[src/rtl/region_flasher.sv]
// Continuation-driven copy engine: walks an inclusive, screen-clamped window of the
// framebuffer one pixel at a time and issues one vga_adapter plot per pixel.
//
// state | meaning
// IDLE  | waiting for in_cont_signal; latches and clamps the window
// ADDR  | read_addr holds the current pixel address
// WAIT  | RD_LAT-cycle down-count for framebuffer data; last edge captures it
// PLOT  | vga_plot strobe (suppressed on key match); advance cx/cy
// DONE  | out_cont_signal held until next_fin_signal
module region_flasher #(
    parameter int SCR_W      = 160,
    parameter int SCR_H      = 120,
    parameter int X_BITS     = 8,
    parameter int Y_BITS     = 7,
    parameter int COLOR_BITS = 3,
    parameter int ADDR_BITS  = 15,
    parameter int RD_LAT     = 1
) (
    input  logic                  Clck,
    input  logic                  Reset,
    input  logic                  in_cont_signal,
    input  logic [X_BITS-1:0]     win_x0,
    input  logic [Y_BITS-1:0]     win_y0,
    input  logic [X_BITS-1:0]     win_x1,
    input  logic [Y_BITS-1:0]     win_y1,
    input  logic                  key_en,
    input  logic [COLOR_BITS-1:0] key_colour,
    output logic [ADDR_BITS-1:0]  read_addr,
    input  logic [COLOR_BITS-1:0] read_data,
    output logic [X_BITS-1:0]     vga_x,
    output logic [Y_BITS-1:0]     vga_y,
    output logic [COLOR_BITS-1:0] vga_colour,
    output logic                  vga_plot,
    output logic                  busy,
    output logic                  win_err,
    output logic                  out_cont_signal,
    input  logic                  next_fin_signal
);

    localparam int CNT_W = (RD_LAT > 1) ? $clog2(RD_LAT) : 1;
    localparam logic [X_BITS-1:0] X_MAX = X_BITS'(SCR_W - 1);
    localparam logic [Y_BITS-1:0] Y_MAX = Y_BITS'(SCR_H - 1);

    typedef enum logic [2:0] {IDLE, ADDR, WAIT, PLOT, DONE} state_t;

    state_t                state, state_next;
    logic [X_BITS-1:0]     cx, cx_next, x0, x0_next, x1, x1_next;
    logic [Y_BITS-1:0]     cy, cy_next, y0, y0_next, y1, y1_next;
    logic                  key_en_q, key_en_next;
    logic [COLOR_BITS-1:0] key_q, key_next;
    logic [CNT_W-1:0]      cnt, cnt_next;
    logic [ADDR_BITS-1:0]  read_addr_next;
    logic [X_BITS-1:0]     vga_x_next;
    logic [Y_BITS-1:0]     vga_y_next;
    logic [COLOR_BITS-1:0] vga_colour_next;
    logic                  vga_plot_next, busy_next, win_err_next, out_cont_next;
    logic [X_BITS-1:0]     x1_clamp;
    logic [Y_BITS-1:0]     y1_clamp;

    assign x1_clamp = (win_x1 > X_MAX) ? X_MAX : win_x1;
    assign y1_clamp = (win_y1 > Y_MAX) ? Y_MAX : win_y1;

    always_ff @(posedge Clck) begin
        if (!Reset) begin
            state           <= IDLE;
            cx              <= '0;
            cy              <= '0;
            x0              <= '0;
            y0              <= '0;
            x1              <= '0;
            y1              <= '0;
            key_en_q        <= 1'b0;
            key_q           <= '0;
            cnt             <= '0;
            read_addr       <= '0;
            vga_x           <= '0;
            vga_y           <= '0;
            vga_colour      <= '0;
            vga_plot        <= 1'b0;
            busy            <= 1'b0;
            win_err         <= 1'b0;
            out_cont_signal <= 1'b0;
        end else begin
            state           <= state_next;
            cx              <= cx_next;
            cy              <= cy_next;
            x0              <= x0_next;
            y0              <= y0_next;
            x1              <= x1_next;
            y1              <= y1_next;
            key_en_q        <= key_en_next;
            key_q           <= key_next;
            cnt             <= cnt_next;
            read_addr       <= read_addr_next;
            vga_x           <= vga_x_next;
            vga_y           <= vga_y_next;
            vga_colour      <= vga_colour_next;
            vga_plot        <= vga_plot_next;
            busy            <= busy_next;
            win_err         <= win_err_next;
            out_cont_signal <= out_cont_next;
        end
    end

    always_comb begin
        state_next      = state;
        cx_next         = cx;
        cy_next         = cy;
        x0_next         = x0;
        y0_next         = y0;
        x1_next         = x1;
        y1_next         = y1;
        key_en_next     = key_en_q;
        key_next        = key_q;
        cnt_next        = cnt;
        vga_x_next      = vga_x;
        vga_y_next      = vga_y;
        vga_colour_next = vga_colour;
        vga_plot_next   = 1'b0;
        win_err_next    = win_err;
        out_cont_next   = out_cont_signal;

        case (state)
            IDLE: begin
                if (in_cont_signal) begin
                    x0_next     = win_x0;
                    y0_next     = win_y0;
                    x1_next     = x1_clamp;
                    y1_next     = y1_clamp;
                    key_en_next = key_en;
                    key_next    = key_colour;
                    if ((win_x0 > x1_clamp) || (win_y0 > y1_clamp)) begin
                        win_err_next  = 1'b1;
                        out_cont_next = 1'b1;
                        state_next    = DONE;
                    end else begin
                        win_err_next = 1'b0;
                        cx_next      = win_x0;
                        cy_next      = win_y0;
                        state_next   = ADDR;
                    end
                end
            end
            ADDR: begin
                cnt_next   = CNT_W'(RD_LAT - 1);
                state_next = WAIT;
            end
            WAIT: begin
                if (cnt == '0) begin
                    vga_colour_next = read_data;
                    vga_x_next      = cx;
                    vga_y_next      = cy;
                    vga_plot_next   = !(key_en_q && (read_data == key_q));
                    state_next      = PLOT;
                end else begin
                    cnt_next = cnt - 1'b1;
                end
            end
            PLOT: begin
                if ((cx == x1) && (cy == y1)) begin
                    out_cont_next = 1'b1;
                    state_next    = DONE;
                end else begin
                    if (cx == x1) begin
                        cx_next = x0;
                        cy_next = cy + 1'b1;
                    end else begin
                        cx_next = cx + 1'b1;
                    end
                    state_next = ADDR;
                end
            end
            DONE: begin
                if (next_fin_signal) begin
                    out_cont_next = 1'b0;
                    state_next    = IDLE;
                end
            end
            default: state_next = IDLE;
        endcase

        busy_next = (state_next == ADDR) || (state_next == WAIT) || (state_next == PLOT);
        // Address is loaded on entry to ADDR so it is already valid during that cycle.
        if (state_next == ADDR)
            read_addr_next = ADDR_BITS'(32'(cy_next) * 32'(SCR_W) + 32'(cx_next));
        else
            read_addr_next = read_addr;
    end

endmodule
[config.mk]
export PLATFORM = sky130hd
export DESIGN_NAME = region_flasher
export DESIGN_NICKNAME = d
export VERILOG_FILES = /design/src/rtl/region_flasher.sv
export SDC_FILE = /design/constraint.sdc
export NUM_CORES = 1
export LEC_CHECK = 0
export BUFFER_PORTS_ARGS = -buffer_cell sky130_fd_sc_hd__clkbuf_2
export CORE_MARGIN = 3
export CORE_UTILIZATION = 51
export DETAILED_ROUTE_END_ITERATION = 16
export PLACE_DENSITY = 0.77
export SLEW_MARGIN = 20
export SYNTH_ARGS = -nofsm -noshare
export SYNTH_HDL_FRONTEND = slang
export SYNTH_SLANG_ARGS = --single-unit
[constraint.sdc]
create_clock -name Clck -period 4.9 [get_ports Clck]
set_input_delay 0.98 -clock Clck [delete_from_list [all_inputs] [get_ports Clck]]
set_output_delay 0.98 -clock Clck [all_outputs]
set_load 0.01 [all_outputs]
==> results.txt <==
Mapped Nets: 626
Largest net degree at the start of global routing: 47
Initial antenna violation count: 0
Routed Wire Length: 11.9 mm
Vias per std cell: 5.61
Max Slew Vio Count: 0
GRT Residual Overflow: 0
TritonCTS buffer count: 9
Total die area: 10200 µm²
Worst r2r path cells: 17
Synth unique cells: 55
Post-cts hold buffer count: 0
GRT Util Overall: 0.237
Clock slew at reported path FFs: 80 ps
Final hold violation count: 0
Core Rows: 34
Setup TNS: 0 ps
RR Endpoint: read_addr[14]
Max Cap Viol: 0
Per-cell routed wire length: 15.5 µm
Skew-Pair Late Insertion Delay: 360 ps
Hold_sp: out_cont_signal
CP max FO: 7
Non-filler cells, final: 768
Layout area overhead: 23.0%
Syn_area_per_cell: 8.34 µm²
Sw Pwr: 594 µW
Pwr/cell area: 314 nW/µm²
Ant. Diodes: 0
PortBufs: 77
Fin crit share: 0.974
Main synth FF type: dfxtp_1
Clock skew: 10.6 ps
Area of the multi-input gates: 2910 µm²
Peak VDD IR: 0.142 mV
End of the worst hold path: out_cont_signal
Core area: 8760 µm²
Routability congestion estimate: 0.879
Nets@finish: 727
Clk buf depth: 2
Final setup violation count: 0
Required time of the critical path: 5150 ps
Max Clk Rate: 210 MHz
Mapped Cells: 554
Worst Tran Pin Value: 812 ps
DRC violations left: 0
FF/Latch Area: 1640 µm²
Vias after detailed routing: 4307
Initial DRC Count: 283
Vias in the first global route: 4223
CTS tree: done
Final ANT Viol Nets: 0
Combinational share of power: 0.282
R2r startpoint: cx[0]
Hpwl dp: 8.80 mm
Yosys reg bits: 82
Clk network pwr share: 0.287
Clock Sinks: 82
Hold path cells: 2
Hold Slack: 446 ps
Area share of the largest cell type after synthesis: 0.355
Final Power: 1780 µW
Number of synthesized flops with an enable pin: 0
Sequential share of the synthesized area: 0.355
Power Internal: 1190 µW
Die Height: 101 µm
CP Launch Type: input port
Initial Util: 0.527
Crit. Startpoint: win_y1[3]
Relative slew slack: 0.459
Root Driver: clkbuf_8
Number of placed cells counting well taps: 751
Worst setup EP type: register
Hold crit path type: reg -> reg
First-pass GRT wire length: 19.5 mm
Leakage: 0.00253 µW
Register-to-register setup slack: 540 ps
Setup CP Type: in -> reg
Status: complete, no violations
Fill cell count: 739
Flop pwr share: 0.431
Synthesized cell area: 4620 µm²
Synth area leaders: dfxtp_1 (36%), nand2_1 (9.6%), a21boi_0 (8.0%)
Async set-reset flop share out of synthesis: 0
Number of H-tree levels: 3
Crit path time final: 4770 ps
Warnings from Yosys: 0
Sw frac: 0.333
TritonRoute pass-1 iters: 5
Die width: 101 µm
IO Count: 78
Cell taking the most area after synthesis: dfxtp_1
Arrival @ worst endpoint: 5020 ps
Layout cell share with drive strength beyond 1: 0.258
cells by family (layout without fill, tap and decap cells):
family | after synthesis | count (layout) | synth area share
flops | 82 | 82 | 0.355
buf+inv | 48 | 154 | 0.0436
simple gates | 232 | 232 | 0.240
fa+ha+maj | 31 | 31 | 0.0872
compound gates | 122 | 122 | 0.198
mux | 6 | 6 | 0.0130
xor+xnor | 33 | 33 | 0.0626
timing repair:
action,in CTS,in global routing
setup buffers,0,1
endpoints found under the setup margin,0,5
gates resized for setup,0,29
hold endpoints to repair,0,0
routing by layer:
layer / up-vias / track usage / share of wire
met3: 38 / 0.0441 / 0.065
met1: 2003 / 0.301 / 0.42
met5: - / 0 / 0
met4: 0 / 0.118 / 0.033
met2: 161 / 0.386 / 0.48
li1: 2105 / - / -
critical path, cell delays in order:
cell and delay (ps):
buf_6 100, nand4_1 110, nor2b_4 200, ha_4 220
nor2b_4 120, o311ai_2 290, nand3b_1 180, a221oi_4 300
buf_6 170, nand2_8 80, nand3_1 90, o211ai_1 200
ha_1 360, ha_2 190, inv_2 40, fa_2 360
nor2_1 90, o21a_1 160, o21ai_1 80, buf_4 150
buf_4 130, nor2_1 90, nor3_1 60, a32o_2 260
flip-flops by register name, summed over array words and instances, names as in the netlist, 3 cells and up:
name / flops
vga_y: 7
read_addr: 15
vga_x: 8
cy: 7
y1: 7
state: 3
x0: 8
vga_colour: 3
key_q: 3
cx: 8
x1: 8
worst max-delay path by stage:
stage	endpoint	slack [ps]	depth (start not counted)
final	read_addr[14]	130	24
after global routing	read_addr[14]	-30	20
after CTS	read_addr[14]	10	20
after detailed placement	read_addr[14]	-370	20
after global placement	read_addr[14]	-220	20
after floorplan	read_addr[14]	10	19
cells in the final DEF, fill, tap and decap left out, types with 5 or more instances in the layout:
cell / n
buf_4: 42
xor2_1: 10
a21oi_1: 19
nand4_1: 12
nand2_1: 117
and2_1: 14
a21boi_0: 49
nor3_1: 5
clkbuf_2: 75
nand3_1: 16
ha_1: 25
o211ai_1: 5
o211a_1: 10
inv_1: 17
mux2i_1: 6
dfxtp_1: 82
clkbuf_8: 9
nor2b_1: 9
xnor2_1: 22
a211oi_1: 5
o21ai_0: 6
nor2_1: 23
final cells by class:
type,instances,area share
clock inverters,7,0.0148
clock buffers,9,0.0218
inverters,18,0.0119
multi-input cells,424,0.511
well taps,108,0.0238
flip-flops and latches,82,0.289
repair buffers,120,0.127
synthesized netlist by cell type (all sizes together) (15+ instances only):
master  instances
a21boi         50
a21oi          20
and2           15
clkbuf         18
dfxtp          82
ha             29
inv            18
nand2         119
nand3          16
nor2           25
xnor2          23
power groups by stage:
stage | Sequential (µW) | Combinational (µW) | Clock, µW
2_1_floorplan | 774 | 317 | 0
3_3_place_gp | 780 | 460 | 0
3_5_place_dp | 783 | 476 | 0
4_1_cts | 768 | 480 | 521
5_1_grt | 775 | 557 | 553
6_report | 768 | 503 | 512
per-stage QoR:
| stage | util | setup WS [ps] | area (µm²) |
|---|---|---|---|
| after global routing | 0.648 | -31.7 | 5680 |
| after floorplan | - | 11.4 | 4640 |
| after CTS | 0.633 | 9.51 | 5550 |
| after detailed placement | 0.610 | -373 | 5340 |
| after global placement | 0.610 | -217 | 5340 |
| final | 0.648 | 128 | 5680 |
Power figures use the tool's default switching activity.
